## src/rtl/cnn_job_scheduler.sv

```systemverilog
// cnn_job_scheduler
//
// Runs one convolution job at a time through the CNN top: latches the job
// configuration, fills the filter buffer from system memory, pulses
// cnn_start, then streams IFmap words into the IFmap buffer while the result
// buffer is drained back to memory.
//
// Ports
//   clk, reset                 clock, asynchronous active-low reset
//   job_*                      job request handshake and configuration
//   mem_rd_*                   memory read port (data returns one cycle later)
//   mem_wr_*                   memory write port
//   cnn_start/stride/...       start pulse and held configuration to the CNN
//   IFmap_buffer_*             IFmap buffer write side
//   filter_buffer_*            filter buffer write side
//   result_buffer_*            result buffer read side
//   stall_signal               CNN stall indication (counted during STREAM)
//   busy, job_done             status; job_done is a one-cycle pulse
//   stall_cycles               saturating stall count of the current/last job
//
// States
//   state  | meaning
//   IDLE   | waiting for a job; job_ready high
//   LOAD_F | copying job_f_len words from memory into the filter buffer
//   KICK   | one-cycle cnn_start pulse
//   STREAM | IFmap words to the IFmap buffer, results back to memory
//   DONE   | one-cycle job_done pulse

module cnn_job_scheduler #(
  parameter int DATA_WIDTH        = 8,
  parameter int ADDR_WIDTH        = 16,
  parameter int LEN_WIDTH         = 16,
  parameter int STRIDE_WIDTH      = 8,
  parameter int FILTER_SIZE_WIDTH = 8,
  parameter int STALL_CNT_WIDTH   = 16
) (
  input  logic                         clk,
  input  logic                         reset,
  input  logic                         job_valid,
  output logic                         job_ready,
  input  logic [ADDR_WIDTH-1:0]        job_if_base,
  input  logic [ADDR_WIDTH-1:0]        job_f_base,
  input  logic [ADDR_WIDTH-1:0]        job_res_base,
  input  logic [LEN_WIDTH-1:0]         job_if_len,
  input  logic [LEN_WIDTH-1:0]         job_f_len,
  input  logic [LEN_WIDTH-1:0]         job_res_len,
  input  logic [STRIDE_WIDTH-1:0]      job_stride,
  input  logic [FILTER_SIZE_WIDTH-1:0] job_filter_size,
  input  logic                         job_psum_mode,
  output logic                         mem_rd_en,
  output logic [ADDR_WIDTH-1:0]        mem_rd_addr,
  input  logic [DATA_WIDTH-1:0]        mem_rd_data,
  output logic                         mem_wr_en,
  output logic [ADDR_WIDTH-1:0]        mem_wr_addr,
  output logic [DATA_WIDTH-1:0]        mem_wr_data,
  output logic                         cnn_start,
  output logic [STRIDE_WIDTH-1:0]      cnn_stride,
  output logic [FILTER_SIZE_WIDTH-1:0] cnn_filter_size,
  output logic                         cnn_psum_mode,
  output logic [DATA_WIDTH-1:0]        IFmap_buffer_in,
  output logic                         IFmap_buffer_write_enable,
  input  logic                         IFmap_buffer_full,
  output logic [DATA_WIDTH-1:0]        filter_buffer_in,
  output logic                         filter_buffer_write_enable,
  input  logic                         filter_buffer_full,
  input  logic [DATA_WIDTH-1:0]        result_buffer_out,
  input  logic                         result_buffer_empty,
  input  logic                         result_buffer_valid,
  output logic                         result_buffer_read_enable,
  input  logic                         stall_signal,
  output logic                         busy,
  output logic                         job_done,
  output logic [STALL_CNT_WIDTH-1:0]   stall_cycles
);

  typedef enum logic [2:0] {
    IDLE   = 3'd0,
    LOAD_F = 3'd1,
    KICK   = 3'd2,
    STREAM = 3'd3,
    DONE   = 3'd4
  } state_t;

  state_t state, state_nxt;

  // latched job configuration
  logic [ADDR_WIDTH-1:0]        if_base_q, f_base_q, res_base_q;
  logic [LEN_WIDTH-1:0]         if_len_q, f_len_q, res_len_q;
  logic [STRIDE_WIDTH-1:0]      stride_q;
  logic [FILTER_SIZE_WIDTH-1:0] filter_size_q;
  logic                         psum_mode_q;

  // shared read path (filter in LOAD_F, IFmap in STREAM)
  logic [LEN_WIDTH-1:0]  rd_issued, rd_written;
  logic                  rd_inflight;
  logic                  skid_valid;
  logic [DATA_WIDTH-1:0] skid_data;

  // result drain
  logic [LEN_WIDTH-1:0]  res_requested, res_captured;
  logic                  wr_en_q;
  logic [ADDR_WIDTH-1:0] wr_addr_q;
  logic [DATA_WIDTH-1:0] wr_data_q;

  logic [STALL_CNT_WIDTH-1:0] stall_q;

  // read path combinational terms
  logic                  rd_phase;
  logic                  tgt_full;
  logic [ADDR_WIDTH-1:0] tgt_base;
  logic [LEN_WIDTH-1:0]  tgt_len;
  logic                  rd_go;
  logic                  tgt_wr;
  logic                  skid_load;
  logic [DATA_WIDTH-1:0] tgt_word;
  logic [LEN_WIDTH-1:0]  written_nxt;
  logic                  accept;
  logic                  res_rd;
  logic                  res_capture;

  always_comb begin
    rd_phase    = (state == LOAD_F) || (state == STREAM);
    tgt_full    = (state == LOAD_F) ? filter_buffer_full : IFmap_buffer_full;
    tgt_base    = (state == LOAD_F) ? f_base_q : if_base_q;
    tgt_len     = (state == LOAD_F) ? f_len_q : if_len_q;
    // skid_valid blocks issue so the skid can never be asked to hold two words
    rd_go       = rd_phase && (rd_issued < tgt_len) && !tgt_full && !skid_valid;
    // a skid word and a returning word are never present together: a word is
    // parked only when the target is full, and no read is issued while full
    tgt_wr      = rd_phase && !tgt_full && (skid_valid || rd_inflight);
    skid_load   = rd_phase && tgt_full && rd_inflight;
    tgt_word    = skid_valid ? skid_data : mem_rd_data;
    written_nxt = rd_written + LEN_WIDTH'(tgt_wr);
    accept      = (state == IDLE) && job_valid;
    res_rd      = (state == STREAM) && !result_buffer_empty && (res_requested < res_len_q);
    res_capture = (state == STREAM) && result_buffer_valid && (res_captured < res_len_q);
  end

  always_ff @(posedge clk or negedge reset) begin
    if (!reset) begin
      state <= IDLE;
    end else begin
      state <= state_nxt;
    end
  end

  always_comb begin
    state_nxt = state;
    case (state)
      IDLE: begin
        if (job_valid) begin
          state_nxt = (job_f_len == '0) ? KICK : LOAD_F;
        end
      end
      LOAD_F: begin
        if (written_nxt == f_len_q) begin
          state_nxt = KICK;
        end
      end
      KICK: begin
        state_nxt = STREAM;
      end
      STREAM: begin
        // last result capture sets res_captured; its memory write is issued
        // from the registered port in the same cycle this condition holds
        if ((written_nxt == if_len_q) && !skid_load && (res_captured == res_len_q)) begin
          state_nxt = DONE;
        end
      end
      DONE: begin
        state_nxt = IDLE;
      end
      default: begin
        state_nxt = IDLE;
      end
    endcase
  end

  always_ff @(posedge clk or negedge reset) begin
    if (!reset) begin
      if_base_q     <= '0;
      f_base_q      <= '0;
      res_base_q    <= '0;
      if_len_q      <= '0;
      f_len_q       <= '0;
      res_len_q     <= '0;
      stride_q      <= '0;
      filter_size_q <= '0;
      psum_mode_q   <= 1'b0;
      rd_issued     <= '0;
      rd_written    <= '0;
      rd_inflight   <= 1'b0;
      skid_valid    <= 1'b0;
      skid_data     <= '0;
      res_requested <= '0;
      res_captured  <= '0;
      wr_en_q       <= 1'b0;
      wr_addr_q     <= '0;
      wr_data_q     <= '0;
      stall_q       <= '0;
    end else begin
      rd_inflight <= rd_go;
      wr_en_q     <= 1'b0;

      if (accept) begin
        if_base_q     <= job_if_base;
        f_base_q      <= job_f_base;
        res_base_q    <= job_res_base;
        if_len_q      <= job_if_len;
        f_len_q       <= job_f_len;
        res_len_q     <= job_res_len;
        stride_q      <= job_stride;
        filter_size_q <= job_filter_size;
        psum_mode_q   <= job_psum_mode;
        rd_issued     <= '0;
        rd_written    <= '0;
        skid_valid    <= 1'b0;
        res_requested <= '0;
        res_captured  <= '0;
        stall_q       <= '0;
      end else if (state == KICK) begin
        // the read path is reused for the IFmap phase
        rd_issued  <= '0;
        rd_written <= '0;
      end else if (rd_phase) begin
        if (rd_go) begin
          rd_issued <= rd_issued + 1'b1;
        end
        rd_written <= written_nxt;
        if (skid_load) begin
          skid_valid <= 1'b1;
          skid_data  <= mem_rd_data;
        end else if (skid_valid && !tgt_full) begin
          skid_valid <= 1'b0;
        end
      end

      if (res_rd) begin
        res_requested <= res_requested + 1'b1;
      end
      if (res_capture) begin
        wr_en_q      <= 1'b1;
        wr_addr_q    <= res_base_q + ADDR_WIDTH'(res_captured);
        wr_data_q    <= result_buffer_out;
        res_captured <= res_captured + 1'b1;
      end

      if ((state == STREAM) && stall_signal && (stall_q != '1)) begin
        stall_q <= stall_q + 1'b1;
      end
    end
  end

  assign job_ready                  = (state == IDLE);
  assign busy                       = (state != IDLE);
  assign cnn_start                  = (state == KICK);
  assign job_done                   = (state == DONE);
  assign cnn_stride                 = stride_q;
  assign cnn_filter_size            = filter_size_q;
  assign cnn_psum_mode              = psum_mode_q;
  assign mem_rd_en                  = rd_go;
  assign mem_rd_addr                = tgt_base + ADDR_WIDTH'(rd_issued);
  assign mem_wr_en                  = wr_en_q;
  assign mem_wr_addr                = wr_addr_q;
  assign mem_wr_data                = wr_data_q;
  assign filter_buffer_write_enable = (state == LOAD_F) && tgt_wr;
  assign filter_buffer_in           = (state == LOAD_F) ? tgt_word : '0;
  assign IFmap_buffer_write_enable  = (state == STREAM) && tgt_wr;
  assign IFmap_buffer_in            = (state == STREAM) ? tgt_word : '0;
  assign result_buffer_read_enable  = res_rd;
  assign stall_cycles               = stall_q;

endmodule
```

## config.mk

```make
export PLATFORM = sky130hd
export DESIGN_NAME = cnn_job_scheduler
export DESIGN_NICKNAME = d
export VERILOG_FILES = /design/src/rtl/cnn_job_scheduler.sv
export SDC_FILE = /design/constraint.sdc
export NUM_CORES = 1
export LEC_CHECK = 0
export CAP_MARGIN = 15
export CORE_UTILIZATION = 58
export DETAILED_ROUTE_END_ITERATION = 12
export PLACE_DENSITY = 0.88
export SYNTH_ARGS = -nofsm -noshare
export SYNTH_HDL_FRONTEND = slang
export SYNTH_SLANG_ARGS = --single-unit
```

## constraint.sdc

```tcl
create_clock -name clk -period 7.7 [get_ports clk]
set_input_delay 1.54 -clock clk [delete_from_list [all_inputs] [get_ports clk]]
set_output_delay 1.54 -clock clk [all_outputs]
set_load 0.01 [all_outputs]
```

# After elaboration in Yosys (flattened, before gate mapping)
# Cells that the tools add are included.
# word_totals
ff_bits,231
output_inout_bits,98
# op_classes
addsub,7
magnitude_cmp,3
n_eq_ne,12
n_mux,28
bitwise,2
reduce_logical,39
# op_table
cell,n
16-bit 2-to-1 mux,13
16-bit by 1-bit adder with 16-bit output (second input constant),4
16-bit equality test,3
16-bit < comparator,3
16-bit adder,2
8-bit 2-to-1 mux,3
1-bit logical AND,19
16-bit by 1-bit adder with 16-bit output,1
16-bit zero test,1
16-bit != test (second input constant),1
3-bit one-hot mux with 4 select lines,1
3-bit nonzero test,4
3-bit 2-to-1 mux,3
2-bit nonzero test,4
1-bit 2-to-1 mux,7
3-bit by 2-bit equality test with 1-bit output (second input constant),2
2-bit != test (second input constant),3
3-bit AND reduction,2
1-bit zero test,4
4-bit AND reduction,1
3-bit by 1-bit equality test with 1-bit output (second input constant),1
3-bit equality test (second input constant),1
3-bit zero test,1
1-bit logical OR,2
other kinds (4),5

# Depth between registers and ports, before layout
# depth
word_depth,11
mapped_depth,18

# Worst setup path after synthesis
# No wires, ideal clock.
# synth_path
kind,register -> output
start,reg state[0]
end,out mem_rd_addr[15]
arrival_ns,3.531
setup_slack_ns,2.629
path_stages_with_launch,18
n_path_buf,4
path_cell_list,dfrtp_1 buf_2 nor2b_1 buf_2 nand2b_1 clkbuf_1 clkbuf_1 nand2_1 nand2_1 ha_1 a211oi_1 o21a_1 o311ai_1 o41ai_1 nor2_1 a2111oi_1 a21oi_1 xnor2_1
# synth_between
elab_chain_cells,3
# synth_lines
item,line,rtl
from (decl),84,"state_t state, state_nxt;"
from (signal assigned),143,state <= state_nxt;
3-bit by 1-bit equality test with 1-bit output,124,tgt_base = (state == LOAD_F) ? f_base_q : if_base_q;
16-bit 2-to-1 mux,124,
16-bit adder,262,assign mem_rd_addr = tgt_base + ADDR_WIDTH'(rd_issued);
to (decl),51,"output logic [ADDR_WIDTH-1:0] mem_rd_addr,"
# Every way passes these cells.

# Worst setup path after layout
# layout_path
start,reg state[1]
end,out mem_rd_addr[15]
# Same word-level chain as after synthesis.

==> impl_metrics.csv <==
group,metric,value,unit
status,status,"finished, final reports clean",
synth,yosysMostFrequentCell,"nand2_1",
routing,drtIter0Drc,1091,
sta,worstMarginPinSlew,1.19,ns
sta,fmax,146,MHz
sta,setup_viol,0,
min_path,whs_path_depth,2,
setup_path,crit_buf_inv,1,
die,coreArea,23500,um^2
clock_network,ctsHoldBuffers,0,
power,power_density,344,nW/um^2
flow_run,maxCapViolCount,0,
clock_network,insertion_delay,0.55,ns
synth,ys_seq_area_share,41.7,%
power,seqPwrFrac,33.5,%
clock_network,cts_buffers,26,
sta,hold_viol,0,
sta,slew_headroom,20.6,%
synth,async_reset_ff_share,100,%
synth,synthTopCellsByArea,"dfrtp_1 (42%), nand2_1 (12%), ha_1 (7.4%)",
routing,via_count,12782,
clock_network,root_buffer,"clkbuf_16",
sta,finalCriticalPeriod,6.86,ns
sta,whs,0.471,ns
power,p_clk_share,20.7,%
die,dieWidth,157,um
layout,drive_above_1_share,4.61,%
sta,fin_crit_sh,89.0,%
clock_network,cts.path.max_buffers,3,
clock_network,path_clk_slew,0.06,ns
routing,vias_per_cell,5.90,
synth,synth_edf_count,0,
synth,yosysWarnings,0,
die,start_util,59.0,%
routing,antenna_left,0,
setup_path,cp_slowest_cell,"nand2b_1",
synth,yosys.area.top_type,"dfrtp_1",
setup_path,cp_max_fo,25,
synth,synth_ff_type,"dfrtp_1",
global_routing,grt_use_total,32.7,%
layout,fillers,1758,
setup_path,path_cells,"nand2b_1 > nand2_1 > nand2_1 > ha_1 > a211oi_1 > o21a_1 > o311ai_1 > o41ai_1 > nor2_1 > a2111oi_1 > a21oi_1 > xnor2_1 > clkdlybuf4s50_1",
setup_path,reg2reg_depth,13,
place,dpl.hpwl,28000,um
power,internal_power,3.53,mW
power,leakagePower,8.12,nW
synth,synth_area,13900,um^2
synth,synth.avg_cell_area,8.47,um^2
setup_path,cp.depth,13,
die,row_count,56,
power,ir_drop,0.195,mV
clock_network,postCtsSetupBuffers,0,
global_routing,grt_max_degree,110,
synth,ys_ff_latch,231,
setup_path,timing.critical_path.mode_cell,"nand2_1",
layout,fin_nets,2048,
setup_path,crit_path_end_kind,"primary output",
die,die_y,157,um
global_routing,antenna_found_initial,4,
synth,synth_commonest_cells,"nand2_1 (458), dfrtp_1 (231), o21ai_0 (126)",
power,switching_share,40.3,%
clock_network,cts.repair.resized,0,
clock_network,cts_tree,"yes",
die,num_io_pins,235,
place,io_buffer_count,234,
clock_network,cts.sinks,231,
setup_path,critPathArrivalTime,5.32,ns
sta,fin_skew,0.0166,ns
setup_path,cp-startpoint,"state[1]",
die,die_area,24500,um^2
sta,rsz0062_at_grt,"false",
sta,tns,0,ns
synth,ys_types,72,
setup_path,cpPeakStageDelay,0.97,ns
setup_path,critPathRequiredTime,6.16,ns
global_routing,grt_pass1_wl,63400,um
routing,drc,0,
setup_path,critPathTopFamily,"compound AO/OA/AOI/OAI gates",
global_routing,first_global_vias,12517,
setup_path,start_kind,"flop",
power,pwr-share-comb,45.8,%
sta,drv_slew,0,
min_path,min_from,"mem_wr_data[5]",
layout,area_growth,24.3,%
synth,synthCells,1636,
synth,synth_top_cell_area_share,41.7,%
power,power_switching,2.39,mW
global_routing,overflow,0,
routing,wl_per_cell,18.1,um
setup_path,critical_path_class,"flop to primary output",
synth,postSynthNetCount,1857,
routing,dr.pass1.iters,5,
setup_path,r2r-start,"state[2]",
routing,drt_wl_total,39300,um
clock_network,h-tree-depth,1,
place,routabilityCongestion,0.965,
min_path,hp-class,"flop to flop",
==> routing by layer <==
metal / GRT usage (%) / routed length [um] / up-vias
met2: 55.7 / 19200 / 494
met1: 41.0 / 16000 / 6150
met3: 5.15 / 2330 / 117
met5: 0 / 13 / -
met4: 14.7 / 1770 / 2
li1: - / - / 6019
==> area by class of cell <==
type | instances | area, um^2 | area share, %
antenna | 3 | 7.51 | 0.0436
clock buffer | 34 | 731 | 4.24
clock inverter | 12 | 126 | 0.734
inverter | 48 | 180 | 1.05
multi-input combinational | 1277 | 7580 | 44.0
sequential | 231 | 5780 | 33.6
tap | 319 | 399 | 2.32
timing repair buffer | 243 | 2410 | 14.0
==> power groups by stage <==
stage / sequential (mW) / combinational, mW / clock (mW)
detailed placement: 1.98 / 2.68 / 0
finish: 1.98 / 2.71 / 1.22
CTS: 1.97 / 2.71 / 1.24
global route: 2.02 / 2.98 / 1.29
floorplan: 1.90 / 1.66 / 0
global placement: 1.97 / 2.57 / 0
==> metrics by stage <==
step                      std cells  area, um^2  total power, mW  util (%)  setup slack, ns
final                          2167       17200             5.92      73.4            0.845
after global routing           2166       17200             6.30      73.4            0.458
after CTS                      2164       17200             5.92      73.3            0.921
after detailed placement       2118       16400             4.66      69.7             1.56
after global placement         2118       16400             4.54      69.7             1.59
after floorplan                1636       13900             3.56         -             2.63
==> path summary, 6_finish.rpt <==
path	end	slack [ns]
min reg2reg	mem_wr_data[5]	0.47
min	mem_wr_data[5]	0.47
max	mem_rd_addr[15]	0.84
min in group asynchronous	f_base_q[12]	0.96
max in group asynchronous	f_len_q[6]	5.31
max reg2reg	state[0]	3.17
==> cells by family (layout without fill, tap and decap cells) <==
logic type,after synthesis,in the layout,share of synthesized area (%)
fa+ha+maj,84,84,7.69
flops,231,231,41.7
simple gates,771,771,25.1
other cells,0,3,0
buf+inv,128,337,3.70
mux,48,48,3.60
compound gates,308,308,13.8
xor+xnor,66,66,4.38
==> cells in the final DEF (no fill, tap or decap), types with 15 or more instances in the layout <==
| cell type | n |
|---|---|
| dfrtp_1 | 231 |
| and3_1 | 25 |
| nor3_1 | 26 |
| xor2_1 | 22 |
| inv_1 | 47 |
| nand2b_1 | 25 |
| mux2i_1 | 36 |
| nand4_1 | 20 |
| nor4_1 | 15 |
| a21oi_1 | 49 |
| clkdlybuf4s50_1 | 233 |
| clkbuf_16 | 26 |
| o31ai_1 | 22 |
| nand2_1 | 457 |
| o21ai_0 | 126 |
| xnor2_1 | 42 |
| ha_1 | 82 |
| nand3_1 | 42 |
| nor2_1 | 93 |
| a21o_1 | 28 |
==> worst min-delay path, stage by stage, from the launching register on <==
cell and delay, ns:
dfrtp_1 0.34, nand2_1 0.05, nand2_1 0.05
Note: power is estimated with default switching activity, not from simulation.
